**config.mk**
```make
export PLATFORM = sky130hd
export DESIGN_NAME = teclado_control
export DESIGN_NICKNAME = d
export VERILOG_FILES = /design/src/rtl/teclado_control.sv
export SDC_FILE = /design/constraint.sdc
export NUM_CORES = 1
export LEC_CHECK = 0
export BUFFER_PORTS_ARGS = -buffer_cell sky130_fd_sc_hd__buf_4
export CORE_ASPECT_RATIO = 1.4
export CORE_UTILIZATION = 51
export DETAILED_ROUTE_END_ITERATION = 10
export GPL_TIMING_DRIVEN = 1
export PLACE_DENSITY = 0.76
export SETUP_SLACK_MARGIN = 0.2
export SYNTH_ARGS = -nofsm -noshare
export SYNTH_HDL_FRONTEND = slang
export SYNTH_SLANG_ARGS = --single-unit
```
**constraint.sdc**
```tcl
create_clock -name clk -period 2 [get_ports clk]
set_input_delay 0 -clock clk [delete_from_list [all_inputs] [get_ports clk]]
set_output_delay 0 -clock clk [all_outputs]
set_load 0.02 [all_outputs]
```
**src/rtl/teclado_control.sv**
```systemverilog
// teclado_control: keypad strobe synchronizer/debouncer, key-code executor and
// 32-bit entry register delivered over a valid/ready handshake.
`default_nettype none

module teclado_control #(
  parameter int DEB_CYCLES = 4,
  parameter int MAX_DIG    = 8
) (
  input  logic        clk,
  input  logic        reset,
  input  logic [4:0]  teclas,
  input  logic        val,
  output logic [31:0] dato,
  output logic [3:0]  num_dig,
  output logic        desborde,
  output logic        dato_valido,
  input  logic        dato_listo,
  output logic        ocupado
);

  localparam logic [3:0] DEB_LAST  = 4'(DEB_CYCLES - 1);
  localparam logic [3:0] DIG_MAX   = 4'(MAX_DIG);
  localparam logic [4:0] COD_ENTER = 5'd16;
  localparam logic [4:0] COD_CLEAR = 5'd17;
  localparam logic [4:0] COD_BORRA = 5'd18;

  typedef enum logic [1:0] {
    ESPERA  = 2'd0,
    SUELTA  = 2'd1,
    ENTREGA = 2'd2
  } estado_t;

  estado_t    estado;
  logic       sync1;
  logic       vs;
  logic       deb;
  logic       bloqueo;
  logic [3:0] cnt;
  logic [4:0] cod;

  logic cambio;
  logic pulsa;
  logic suelta;

  // deb flips on the same edge the counter would reach DEB_CYCLES
  assign cambio = (vs != deb) && (cnt == DEB_LAST);
  assign pulsa  = cambio && !deb && !bloqueo;
  assign suelta = cambio && deb;

  always_ff @(posedge clk or posedge reset) begin
    if (reset) begin
      // synchronizer starts high so a key held through reset looks already pressed
      sync1       <= 1'b1;
      vs          <= 1'b1;
      deb         <= 1'b0;
      cnt         <= 4'd0;
      bloqueo     <= 1'b1;
      cod         <= 5'd0;
      estado      <= ESPERA;
      dato        <= 32'd0;
      num_dig     <= 4'd0;
      desborde    <= 1'b0;
      dato_valido <= 1'b0;
      ocupado     <= 1'b0;
    end else begin
      sync1 <= val;
      vs    <= sync1;

      if (vs == deb) begin
        cnt <= 4'd0;
      end else if (cambio) begin
        deb <= ~deb;
        cnt <= 4'd0;
      end else begin
        cnt <= cnt + 4'd1;
      end

      // a fresh press is accepted only after the strobe has been seen low
      if ((!vs && !deb) || suelta) begin
        bloqueo <= 1'b0;
      end

      case (estado)
        ESPERA: begin
          if (pulsa) begin
            cod     <= teclas;
            estado  <= SUELTA;
            ocupado <= 1'b1;
          end
        end

        SUELTA: begin
          if (suelta) begin
            estado  <= ESPERA;
            ocupado <= 1'b0;
            if (!cod[4]) begin
              if (num_dig < DIG_MAX) begin
                dato    <= {dato[27:0], cod[3:0]};
                num_dig <= num_dig + 4'd1;
              end else begin
                desborde <= 1'b1;
              end
            end else if (cod == COD_ENTER) begin
              estado      <= ENTREGA;
              ocupado     <= 1'b1;
              dato_valido <= 1'b1;
            end else if (cod == COD_CLEAR) begin
              dato     <= 32'd0;
              num_dig  <= 4'd0;
              desborde <= 1'b0;
            end else if (cod == COD_BORRA) begin
              if (num_dig != 4'd0) begin
                dato    <= dato >> 4;
                num_dig <= num_dig - 4'd1;
              end
            end
          end
        end

        ENTREGA: begin
          if (dato_valido && dato_listo) begin
            dato        <= 32'd0;
            num_dig     <= 4'd0;
            desborde    <= 1'b0;
            dato_valido <= 1'b0;
            estado      <= ESPERA;
            ocupado     <= 1'b0;
          end
        end

        default: begin
          estado  <= ESPERA;
          ocupado <= 1'b0;
        end
      endcase
    end
  end

endmodule

`default_nettype wire

```
# Yosys cells after proc, flatten, opt, wreduce, memory -nomap -nowiden
# Index checks and enable logic that the tools add are counted.
# totals
ff_bits,54
in_bits,9
out_inout_bits,39
word_cells,98
# classes
addsub,3
magnitude_cmp,1
eq_ne,19
muxes,42
n_bitwise,2
reduce_logical,19
# op_table
cell,n
two-way mux 32 bit,8
case mux 32 bit (2 select lines),1
two-way mux 4 bit,10
equality test 5 bit (second input constant),3
two-way mux 1 bit,13
inequality test 3 bit (second input constant),4
two-way mux 2 bit,5
inequality test 2 bit (second input constant),5
adder 4 x 1 -> 4 bit (second input constant),2
inequality test 4 bit (second input constant),2
case mux 4 bit (2 select lines),1
AND reduction 7 bit,1
logical AND 1 bit,6
case mux 2 bit (3 select lines),1
AND reduction 6 bit,1
AND reduction 5 bit,1
equality test 4 x 2 -> 1 bit (second input constant),1
less-than comparator 4 bit (second input constant),1
case mux 1 bit (2 select lines),2
AND reduction 2 bit,2
nonzero test 4 bit,1
subtractor 4 x 1 -> 4 bit (second input constant),1
logical NOT 1 bit,3
case mux 1 bit (3 select lines),1
9 further kinds,10

# Depth between registers and ports, before layout
# logic_depth
depth_word,8
mapped_depth,7
mapped_depth_nobuf,7

# Worst setup path after synthesis
# Ideal clock, no wire load.
# synth_timing
path_type,reg2reg
startpoint,register cod[1]
endpoint,register dato[10]
setup_ps,125
arrival_time_ps,2019
required_time_ps,1875
setup_slack_ps,-144
stages_incl_launch_ff,8
n_path_buf,2
period_less_slack_ps,2144
path_cell_list,dfrtp_1 > or4b_1 > buf_6 > nand2_4 > o21ai_2 > a21oi_4 > buf_12 > mux2_4
# synth_via
elab_chain_len,6
word_cells_on_any_way,12
classes_between,eq/ne (6); mux (5); reduce/logical (1)
# synth_rtl
item,line,source
from (decl),39,logic [4:0] cod;
from (signal assigned),86,cod <= teclas;
equality test 5 bit,107,end else if (cod == COD_CLEAR) begin
two-way mux 32 bit,107,
two-way mux 32 bit,103,end else if (cod == COD_ENTER) begin
two-way mux 32 bit,96,if (!cod[4]) begin
two-way mux 32 bit,93,if (suelta) begin
case mux 32 bit (2 select lines),83,case (estado)
to (signal assigned),98,"dato <= {dato[27:0], cod[3:0]};"
to (signal assigned),113,dato <= dato >> 4;
to (decl),13,"output logic [31:0] dato,"
# Parallel ways exist; a longest one is shown, timed or not. The select of a mux whose other input is x is not followed.
# A chain may end at the register's enable or synchronous reset.

# Final worst setup path
# layout_timing
startpoint,register cod[2]
endpoint,register dato[16]
# Same word-level chain as after synthesis.

==> load_flow_metrics.sql <==
INSERT INTO impl_metrics (metric_group, metric, value, unit) VALUES
('logic_synthesis', 'syn-mean-instance-area', '10.8', 'µm²'),
('power_and_ir_drop', 'power.static_leakage', '1.84', 'nW'),
('routing', 'dr.first_iter.drc_count', '189', ''),
('logic_synthesis', 'syn-cell-area', '0.00301', 'mm²'),
('logic_synthesis', 'main_combinational_cell_family_by_area_after_synthesis', 'multiplexers', ''),
('global_route', 'first_global_vias', '2368', ''),
('setup_path', 'cp-start-kind', 'flop', ''),
('routing', 'via_per_inst', '5.58', ''),
('logic_synthesis', 'netlist.area_leader.share', '42.4', '%'),
('floorplan', 'die_area', '0.00622', 'mm²'),
('setup_path', 'worst_ep_required_time', '2220', 'ps'),
('logic_synthesis', 'yosysWarningCount', '0', ''),
('routing', 'avgRoutedWirePerCell', '16.3', 'µm'),
('sta', 'timing.fmax', '485', 'MHz'),
('setup_path', 'timing.critical_path.cells', 'or4b_4, a21oi_2, o21ai_2, a21oi_4, buf_12, clkbuf_16, mux2_4', ''),
('outcome', 'run_status', 'finished, violations left', ''),
('floorplan', 'boundaryPins', '48', ''),
('sta', 'rsz0062_at_grt', 'yes', ''),
('clock_network', 'htree_num_levels', '2', ''),
('clock_network', 'tritoncts_clock_tree', 'done', ''),
('sta', 'period_minus_slack', '2060', 'ps'),
('setup_path', 'crit_fanout', '5', ''),
('outcome', 'violations', 'setup timing', ''),
('sta', 'setup-violations-final', '31', ''),
('logic_synthesis', 'dominant_cells_by_area_after_synthesis', 'dfrtp_1 (42%), mux2_4 (12%), nand2b_1 (5.6%), a21oi_1 (5.3%), mux2_2 (4.9%)', ''),
('floorplan', 'floorplan.core_area', '0.00561', 'mm²'),
('clock_network', 'cts-buffers-inserted', '5', ''),
('routing', 'drtPass1Iterations', '4', ''),
('setup_path', 'arr_time_crit_path', '2280', 'ps'),
('setup_path', 'crit_path_start', 'cod[2]$_DFFE_PP0P_', ''),
('power_and_ir_drop', 'ir_drop', '0.617', 'mV'),
('flow_run', 'max_cap_violations', '0', ''),
('logic_synthesis', 'number_of_flops_mapped_to_enable_cells_by_yosys', '0', ''),
('logic_synthesis', 'seq_area_frac_synth', '45.0', '%'),
('power_and_ir_drop', 'post-layout-total-power', '3.61', 'mW'),
('worst_hold_path', 'hp-start', 'dato_listo', ''),
('sta', 'worst_clock_skew', '20.0', 'ps'),
('setup_path', 'max_stage_delay', '560', 'ps'),
('sta', 'hold_violations', '0', ''),
('clock_network', 'clock-sinks', '54', ''),
('logic_synthesis', 'syn-instance-count', '279', ''),
('global_route', 'antenna_violations_before_repair', '0', ''),
('logic_synthesis', 'synth_fa_ha_area_share', '1.66', '%'),
('logic_synthesis', 'synth-xor-area-share', '1.16', '%'),
('setup_path', 'critical_path_buf_inv_count', '2', ''),
('logic_synthesis', 'synth_top_flop_cell', 'dfrtp_1', ''),
('floorplan', 'num_rows', '32', ''),
('finish', 'layout-drive-gt1-share', '41.1', '%'),
('setup_path', 'r2r_start', 'cod[2]$_DFFE_PP0P_', ''),
('place', 'port_buffers', '47', ''),
('finish', 'antenna-diode-count', '0', ''),
('logic_synthesis', 'synthesis.nets', '292', ''),
('logic_synthesis', 'muxShareOfSynthArea', '18.8', '%'),
('sta', 'finalMaxSlewViolations', '0', ''),
('routing', 'post_route_drc_violation_count', '0', ''),
('sta', 'final.period_utilization', '103', '%'),
('routing', 'via_count', '2377', ''),
('floorplan', 'floorplan.die.height', '92.9', 'µm'),
('global_route', 'grt_usage', '24.2', '%'),
('sta', 'timing.final.ws_setup', '-63.6', 'ps'),
('logic_synthesis', 'synth-seq-cells', '54', ''),
('finish', 'area.growth.synth_to_final', '32.2', '%'),
('routing', 'route.antenna.remaining_nets', '0', ''),
('logic_synthesis', 'post-synth-top-area-cell', 'dfrtp_1', ''),
('routing', 'wirelength', '6.96', 'mm'),
('setup_path', 'worst-setup-path-type', 'reg -> reg', ''),
('global_route', 'global_route_wire_length_before_repair', '11.3', 'mm'),
('clock_network', 'path_clk_slew', '100', 'ps'),
('power_and_ir_drop', 'total_power_divided_by_cell_area', '907', 'mW/mm²'),
('logic_synthesis', 'unique_masters_post_synth', '42', ''),
('logic_synthesis', 'yosysMostFrequentCell', 'dfrtp_1', '');
-- per-layer routing --
metal  up-vias  share of wire (%)
met5         -                  0
met4         0                2.4
met3        16                3.1
met2        52                 54
met1      1187                 41
li1       1122                  -
-- through the flow --
| stage | std cells | worst slack (ps) | utilization, % | area [µm²] | TNS (ps) |
|---|---|---|---|---|---|
| detailed placement | 398 | -46.8 | 62.9 | 3530 | -627 |
| CTS | 424 | -66.3 | 69.7 | 3910 | -1020 |
| global route | 426 | -122 | 71.0 | 3980 | -3410 |
| floorplan | 279 | -125 | - | 3020 | -3080 |
| global placement | 398 | -34.0 | 62.9 | 3530 | -321 |
| finish | 426 | -63.6 | 71.0 | 3980 | -1480 |
-- worst paths after layout --
kind	end	slack (ps)	cells after the start
max in group asynchronous	bloqueo$_DFFE_PP1P_	1420	4
worst min register to register	vs$_DFF_PP1_	360	0
worst min-delay path	estado[1]$_DFFE_PP0P_	10	3
worst max-delay path	dato[16]$_DFFE_PP0P_	-60	7
min in group asynchronous	dato[18]$_DFFE_PP0P_	260	4
worst max register to register	dato[16]$_DFFE_PP0P_	-60	7
-- power by group --
| part | switching (mW) | internal (mW) | leakage, nW |
|---|---|---|---|
| registers | 0.174 | 1.23 | 0.698 |
| clock network | 0.375 | 0.374 | 0.0514 |
| logic | 0.706 | 0.743 | 1.09 |
| total | 1.25 | 2.35 | 1.84 |
-- worst reg2reg max path, stage by stage, from the launching register on --
cell       delay, ps
dfrtp_1          430
or4b_4           560
a21oi_2          130
o21ai_2           80
a21oi_4          180
buf_12           150
clkbuf_16        150
mux2_4           290
-- state kept, by name, summed over array words and instances, names as in the netlist, 2 cells and up --
| signal | cells |
|---|---|
| estado | 2 |
| cod | 5 |
| num_dig | 4 |
| dato | 32 |
| cnt | 4 |
-- layout make-up --
type | count | area, µm²
tap | 68 | 85.1
timing repair buffer | 90 | 791
sequential | 54 | 1360
clock buffer | 6 | 72.6
clock inverter | 2 | 37.5
inverter | 9 | 33.8
fill | 408 | 1630
multi-input combinational | 197 | 1600
-- layout by cell type, fill, tap and decap left out, drive strengths merged, types with 2 or more instances in the layout --
cell	Yosys	final
a31oi	2	2
inv	9	9
dfrtp	51	51
nand2b	27	27
xor2	2	2
nand3	26	26
mux2i	6	6
nand2	11	11
nor3b	2	2
dlygate4sd3	0	7
clkbuf	14	7
or4b	2	2
o21ai	4	4
ha	4	4
and2	2	2
dfstp	3	3
a21o	2	2
nor2b	9	9
nor2	12	12
xnor2	2	2
a21oi	33	33
mux2	37	37
nor4	2	2
buf	5	82
-- logic make-up after synthesis --
| kind of cell | after synthesis |
|---|---|
| simple gates | 98 |
| flops | 54 |
| compound gates | 48 |
| mux | 43 |
| buf+inv | 28 |
| xor+xnor | 4 |
| fa+ha+maj | 4 |
-- timing repair --
action                     in CTS  in global routing
gates resized for setup        20                 11
hold buffers                    7                  0
hold endpoints to repair       57                  0
setup endpoints to repair      42                 42
setup buffers                  10                  1
pin swaps                       3                  4
cloned                          1                  1
Power figures use the tool's default switching activity.
